$ cat src/rtl/fifo_defs_pkg.sv
// Shared constants for the fifo_sync family: read-mode selectors and the
// pointer-width helper.
package fifo_defs;

    localparam int FIFO_STD  = 0;
    localparam int FIFO_FWFT = 1;

    // Pointers carry one extra wrap bit above the storage index.
    function automatic int ptr_w(input int n);
        return n + 1;
    endfunction

endpackage

$ cat src/rtl/fifo_ram.sv
// Storage array for fifo_sync: one synchronous write port, one asynchronous
// read port, no reset.
module fifo_ram #(
    parameter int W = 8,
    parameter int N = 3
) (
    input  logic         clk,
    input  logic         we_i,
    input  logic [N-1:0] waddr_i,
    input  logic [W-1:0] wdata_i,
    input  logic [N-1:0] raddr_i,
    output logic [W-1:0] rdata_o
);

    logic [W-1:0] mem_q [0:(1<<N)-1];

    // Write port
    always_ff @(posedge clk) begin
        if (we_i) begin
            mem_q[waddr_i] <= wdata_i;
        end
    end

    assign rdata_o = mem_q[raddr_i];

endmodule

$ cat src/rtl/fifo_sync.sv
// Single-clock parametrised FIFO with registered or first-word-fall-through
// read, almost-full/almost-empty flags, fill level and rejection pulses.
module fifo_sync
    import fifo_defs::*;
#(
    parameter int W    = 8,
    parameter int N    = 3,
    parameter int FWFT = FIFO_STD,
    parameter int AF   = (1 << N) - 1,
    parameter int AE   = 1
) (
    input  logic         clk,
    input  logic         reset,
    input  logic [W-1:0] in,
    input  logic         put,
    output logic         full,
    output logic         afull,
    output logic [W-1:0] out,
    input  logic         get,
    output logic         empty,
    output logic         aempty,
    output logic [N:0]   level,
    output logic         err_put,
    output logic         err_get
);

    localparam int PW = ptr_w(N);

    logic [PW-1:0] w_q, w_d, r_q, r_d, level_q, level_d;
    logic          empty_q, empty_d, full_q, full_d;
    logic          afull_q, afull_d, aempty_q, aempty_d;
    logic          err_put_q, err_put_d, err_get_q, err_get_d;
    logic          put_ok_s, get_ok_s;
    logic [W-1:0]  rd_data_s;

    fifo_ram #(.W(W), .N(N)) u_ram (
        .clk     (clk),
        .we_i    (put_ok_s),
        .waddr_i (w_q[N-1:0]),
        .wdata_i (in),
        .raddr_i (r_q[N-1:0]),
        .rdata_o (rd_data_s)
    );

    // Acceptance uses only the registered flags, so a simultaneous get never
    // frees room for a put while full, nor does a put feed a get while empty.
    always_comb begin
        put_ok_s  = put && !full_q;
        get_ok_s  = get && !empty_q;
        w_d       = w_q + {{(PW-1){1'b0}}, put_ok_s};
        r_d       = r_q + {{(PW-1){1'b0}}, get_ok_s};
        level_d   = w_d - r_d;
        empty_d   = (w_d == r_d);
        full_d    = (w_d[N-1:0] == r_d[N-1:0]) && (w_d[N] != r_d[N]);
        afull_d   = (level_d >= PW'(AF));
        aempty_d  = (level_d <= PW'(AE));
        err_put_d = put && full_q;
        err_get_d = get && empty_q;
    end

    // Pointer, flag and error-pulse state
    always_ff @(posedge clk or posedge reset) begin
        if (reset) begin
            w_q       <= {PW{1'b0}};
            r_q       <= {PW{1'b0}};
            level_q   <= {PW{1'b0}};
            empty_q   <= 1'b1;
            full_q    <= 1'b0;
            afull_q   <= 1'b0;
            aempty_q  <= 1'b1;
            err_put_q <= 1'b0;
            err_get_q <= 1'b0;
        end else begin
            w_q       <= w_d;
            r_q       <= r_d;
            level_q   <= level_d;
            empty_q   <= empty_d;
            full_q    <= full_d;
            afull_q   <= afull_d;
            aempty_q  <= aempty_d;
            err_put_q <= err_put_d;
            err_get_q <= err_get_d;
        end
    end

    generate
        if (FWFT == FIFO_FWFT) begin : g_fwft
            assign out = rd_data_s;
        end else begin : g_std
            logic [W-1:0] out_q, out_d;

            always_comb begin
                if (get_ok_s) begin
                    out_d = rd_data_s;
                end else begin
                    out_d = out_q;
                end
            end

            // Registered read data
            always_ff @(posedge clk or posedge reset) begin
                if (reset) begin
                    out_q <= {W{1'b0}};
                end else begin
                    out_q <= out_d;
                end
            end

            assign out = out_q;
        end
    endgenerate

    assign full    = full_q;
    assign afull   = afull_q;
    assign empty   = empty_q;
    assign aempty  = aempty_q;
    assign level   = level_q;
    assign err_put = err_put_q;
    assign err_get = err_get_q;

endmodule

$ cat config.mk
export PLATFORM = sky130hd
export DESIGN_NAME = fifo_sync
export DESIGN_NICKNAME = d
export VERILOG_FILES = /design/src/rtl/fifo_defs_pkg.sv /design/src/rtl/fifo_ram.sv /design/src/rtl/fifo_sync.sv
export SDC_FILE = /design/constraint.sdc
export NUM_CORES = 1
export LEC_CHECK = 0
export CORE_AREA = 2 2 87 89
export DETAILED_ROUTE_END_ITERATION = 16
export DIE_AREA = 0 0 89 91
export HOLD_SLACK_MARGIN = 0.06
export PLACE_DENSITY = 0.73
export SLEW_MARGIN = 20
export SYNTH_ARGS = -nofsm -noshare
export SYNTH_HDL_FRONTEND = slang
export SYNTH_SLANG_ARGS = --single-unit
$ cat constraint.sdc
create_clock -name clk -period 2.8 [get_ports clk]
set_input_delay 0.84 -clock clk [delete_from_list [all_inputs] [get_ports clk]]
set_output_delay 0.84 -clock clk [all_outputs]
set_load 0.1 [all_outputs]
# After elaboration in Yosys (flattened, before gate mapping)
# Memories as Yosys holds them, arrays and structs flattened. A register that Yosys moved wholly into a read port is not among the register bits.
# Index checks and enable logic that the tools add are counted.
[totals]
register_bits = 18
ramBits = 64
out_inout_bits = 18
word_cells = 27
memories = 1
[classes]
addsub = 3
magnitude_cmp = 2
n_eq_ne = 3
n_mux = 2
n_reduce_logical = 7
[mem_list]
columns = ["name", "depth", "width", "read_ports", "rd_ports_with_merged_regs", "wr", "line", "text"]
rows = [
  ["u_ram.mem_q", 8, 8, 1, 1, 1, "fifo_ram.sv:15", "logic [W-1:0] mem_q [0:(1<<N)-1];"],
]
[ops]
columns = ["operator", "n"]
rows = [
  ["adder 4 x 1 -> 4 bit", 2],
  ["logical AND 1 bit", 5],
  ["== test 4 bit", 1],
  ["greater-or-equal comparator 4 x 3 -> 1 bit (second input constant)", 1],
  ["less-or-equal comparator 4 x 1 -> 1 bit (second input constant)", 1],
  ["subtractor 4 bit", 1],
  ["== test 3 bit", 1],
  ["zero test 1 bit", 2],
  ["two-way mux 1 bit", 2],
  ["!= test 1 bit", 1],
]

# Longest topological paths before layout
# Gate-level depths: netlist of the first run.
[depth]
word_depth = 5
depth_mapped = 11
ltp_nobuf = 10

# Modules after synthesis
# From an unflattened synthesis of the first run, not the netlist that was laid out.
[unflattened]
cells_unflattened = 180
hier_area_um2 = 3592.2
[by_module_without_submodules]
columns = ["module", "n_inst", "cells_each", "area_each_um2"]
rows = [
  ["fifo_ram", 1, 106, 2531.2],
  ["fifo_sync", 1, 74, 1061.0],
]

# Worst setup path after synthesis of the first run
# Ideal clock, no wire load.
[synth_timing]
path_type = "reg-to-reg"
start = "reg empty_q, in the netlist empty"
end = "reg afull_q, in the netlist afull"
setup_time_ns = 0.120
arrival_ns = 3.020
required_time_ns = 2.680
setup_slack_ns = -0.340
stages_incl_launch_ff = 12
synth_period_minus_slack_ns = 3.140
path_cell_list = "dfstp_2 -> nand2b_1 -> clkbuf_1 -> inv_1 -> ha_1 -> ha_1 -> inv_1 -> ha_1 -> a21oi_1 -> maj3_2 -> xnor2_2 -> a31o_1"
[synth_via]
elab_chain_len = 5
[synth_lines]
columns = ["item", "line", "text"]
rows = [
  ["start, declared", "fifo_sync.sv:30", "logic empty_q, empty_d, full_q, full_d;"],
  ["start signal, assigned", "fifo_sync.sv:77", "empty_q <= empty_d;"],
  ["zero test 1 bit", "fifo_sync.sv:49", "get_ok_s = get && !empty_q;"],
  ["logical AND 1 bit", "fifo_sync.sv:49", ""],
  ["adder 4 x 1 -> 4 bit", "fifo_sync.sv:51", "r_d = r_q + {{(PW-1){1'b0}}, get_ok_s};"],
  ["via r_d[1]", "fifo_sync.sv:29", "logic [PW-1:0] w_q, w_d, r_q, r_d, level_q, level_d;"],
  ["subtractor 4 bit", "fifo_sync.sv:52", "level_d = w_d - r_d;"],
  ["via level_d[3]", "fifo_sync.sv:29", ""],
  ["greater-or-equal comparator 4 x 3 -> 1 bit", "fifo_sync.sv:55", "afull_d = (level_d >= PW'(AF));"],
  ["via afull_d", "fifo_sync.sv:31", "logic afull_q, afull_d, aempty_q, aempty_d;"],
  ["end signal, assigned", "fifo_sync.sv:79", "afull_q <= afull_d;"],
  ["end, declared", "fifo_sync.sv:31", ""],
]
# The timed path passes the listed nets, and every way through them passes these cells.

# Final worst setup path of the first run
[layout_timing]
start = "in get"
end = "reg afull_q, in the netlist afull"
[layout_via]
elab_chain_len = 4
[layout_lines]
columns = ["item", "line", "text"]
rows = [
  ["start, declared", "fifo_sync.sv:19", "input logic get,"],
  ["logical AND 1 bit", "fifo_sync.sv:49", ""],
  ["adder 4 x 1 -> 4 bit", "fifo_sync.sv:51", ""],
  ["via r_d[1]", "fifo_sync.sv:29", ""],
  ["subtractor 4 bit", "fifo_sync.sv:52", ""],
  ["via level_d[3]", "fifo_sync.sv:29", ""],
  ["greater-or-equal comparator 4 x 3 -> 1 bit", "fifo_sync.sv:55", ""],
  ["via afull_d", "fifo_sync.sv:31", ""],
]
# The timed path passes the listed nets, and every way through them passes these cells.

==> results of run 1 <==
[worst paths after layout]
kind	end	cells past startpoint
setup / recovery	afull	11
hold / removal	out[1]	2
setup reg to reg	afull	10
hold reg to reg	out[1]	2
max in group asynchronous	aempty	3
min in group asynchronous	out[4]	3
[what timing repair did]
action,4_1_cts,5_1_grt
buffers inserted,0,0
hold endpoints to repair,0,0
endpoints found under the setup margin,0,2
hold buffers,0,0
resized for setup,0,1
[per-stage QoR]
step           area [um^2]  instances  utilization  hold WS (ns)
6_report              4240        345        0.594         0.491
5_1_grt               4240        345        0.594         0.526
2_1_floorplan         3570        188            -         0.481
3_3_place_gp          4030        329        0.564         0.471
4_1_cts               4240        345        0.594         0.497
3_5_place_dp          4030        329        0.564         0.477
[cells in the mapped netlist]
library cell / n
a21oi_1: 1
a31o_1: 1
and2_1: 2
buf_2: 3
buf_6: 2
clkbuf_1: 1
dfrtp_1: 24
dfstp_2: 2
edfxtp_1: 64
fa_1: 1
ha_1: 6
inv_1: 10
maj3_2: 1
mux2i_1: 8
mux4_2: 16
nand2_1: 11
nand2b_1: 3
nand3_2: 2
nor2_1: 8
nor2b_1: 1
nor3_1: 3
o21ai_1: 8
or2_1: 1
or2b_1: 1
xnor2_1: 3
xnor2_2: 1
xnor2_4: 1
xor2_2: 2
xor2_4: 1
[logic make-up (layout without fill, tap and decap cells)]
logic type / after synthesis / in the layout
DFF: 90 / 90
and+or+nand+nor: 32 / 32
muxes: 24 / 24
buffers and inverters: 16 / 74
AOI/OAI and AO/OA: 10 / 10
adders and majority gates: 8 / 8
xor gates and xnor gates: 8 / 8
[layout make-up]
type | count | area share
repair buffers | 48 | 0.0915
flip-flops and latches | 90 | 0.608
multi-input cells | 82 | 0.213
well taps | 99 | 0.0292
clock inverters | 7 | 0.0204
clock buffers | 9 | 0.0292
inverters | 10 | 0.00885
[layer usage]
| metal | vias up | wire [um] | track usage |
|---|---|---|---|
| met1 | 859 | 2700 | 0.220 |
| li1 | 807 | - | - |
| met3 | 9 | 228 | 0.0355 |
| met4 | 0 | 130 | 0.0933 |
| met2 | 42 | 2860 | 0.254 |
| met5 | - | 0 | 0 |
[flip-flops by register name, indices dropped and copies added, names as in the netlist]
register,cells
err_get,1
aempty,1
out,8
u_ram.mem_q,64
afull,1
r_q,4
full,1
err_put,1
w_q,4
empty,1
level,4
[critical path, cell delays in order]
cell             delay (ns)
clkdlybuf4s50_1        0.46
nand2b_4               0.09
inv_1                  0.04
ha_2                   0.17
ha_1                   0.29
inv_1                  0.05
ha_1                   0.29
a21oi_1                0.07
maj3_2                 0.32
xnor2_2                0.15
a31o_1                 0.20
==> impl_metrics.ini, run 1 <==
[route]
drt-initial-drc-count = 113
drc = 0
final_antenna_net_count = 0
wl_per_cell_um = 17.1
dr.pass1.iters = 4
routed_via_density = 4.98
via_count = 1717
routed_wirelength_um = 5920

[setup_path]
r2r_start = empty
critPathCaptureType = flip-flop
critPathLaunch = get
arrival_ns = 2.98
crit_type = in -> reg
critPathLaunchType = input port
required_ns = 3.05
reg2reg_setup_slack_ns = 0.37
cp_max_fo = 3

[clocking]
clk_latency_ns = 0.36
clock_path_buffers = 2
clock_sinks = 90
cts_made_buffers = 9
cts_max_level = 3
cts_tree = done
cts_root_buf = clkbuf_8
clk_pin_slew_ns = 0.09

[timing]
skew_ns = 0.00776
finalCritPeriodShare = 0.972
setup_viol = 0
rsz0062_at_grt = false
fin_tns_setup_ns = 0
hold_viol_final = 0
worst_slew_pin_slew_ns = 0.496
max_freq_mhz = 367
fin_ws_ns = 0.0780
finalCriticalPeriod_ns = 2.72
slew_headroom = 0.669
finalMaxSlewViolations = 0

[finish]
n_fill_cell = 549
final_net_count = 260
final_common_cell = edfxtp_1
layout.area.seq_um2 = 2580
num_antenna_cells = 0
final_layout_size_suffix_gt1_frac = 0.329
area_delta_synth_final_pct = 19.7
multi_input_area_um2 = 901
mostFrequentLayoutCells = edfxtp_1 (64), buf_4 (37), dfrtp_1 (24), mux4_2 (16)

[yosys]
ys_ff_latch = 90
synth-seq-area-share = 0.727
synth_largest_area_cell = edfxtp_1
synth-compound-area-share = 0.0152
synth_area_um2 = 3540
synthTopCellsByArea = edfxtp_1 (54%), dfrtp_1 (17%), mux4_2 (10%), mux2i_1 (2.3%), ha_1 (2.1%)
synthMuxAreaShare = 0.124
synth_area_per_cell_um2 = 18.8
ys_types = 29
syn-num-nets = 207
netlist_instances = 188
ys_warn_count = 0
synth_xor_area_frac = 0.0367
synthAdderAreaFrac = 0.0300
synth_top_area_share = 0.543
synth_top_family_by_area = multiplexers
yosys.area_share.simple = 0.0445

[place]
gp_congestion = 0.762
dp_hpwl_um = 3750
numPortBuffers = 29
dp_worst_setup_slack_ns = -0.306

[global_routing]
grt_pass1_vias = 1763
grt_max_degree = 27
grt_pass1_wl_um = 9340
grt.overflow.total = 0
grt_usage = 0.166
antenna_found_initial = 0

[floorplanning]
start_util = 0.496
dieArea_um2 = 8100
core-area_um2 = 7140
std_cell_rows = 31
die_width_um = 89
dieHeight_um = 91
ios = 30

[min_path]
hold_path_startpoint = out[1]
hp-class = reg -> reg

[run_status]
status = finished clean

[run]
cap_violations = 0
Power of run 1 is left out: the tool's default activity adds up to more than one toggle a clock period on the data nets, which glitch-free logic cannot reach.
==> run 2: changes to the inputs <==
--- a/config.mk
+++ b/config.mk
@@ -10,7 +10,6 @@
 export DIE_AREA = 0 0 89 91
 export HOLD_SLACK_MARGIN = 0.06
 export PLACE_DENSITY = 0.73
-export SLEW_MARGIN = 20
 export SYNTH_ARGS = -nofsm -noshare
 export SYNTH_HDL_FRONTEND = slang
 export SYNTH_SLANG_ARGS = --single-unit
==> results of run 2 <==
Same layout as run 1: the final DEF is identical, and so are final timing and power.
Power of run 2 is left out for the same reason.
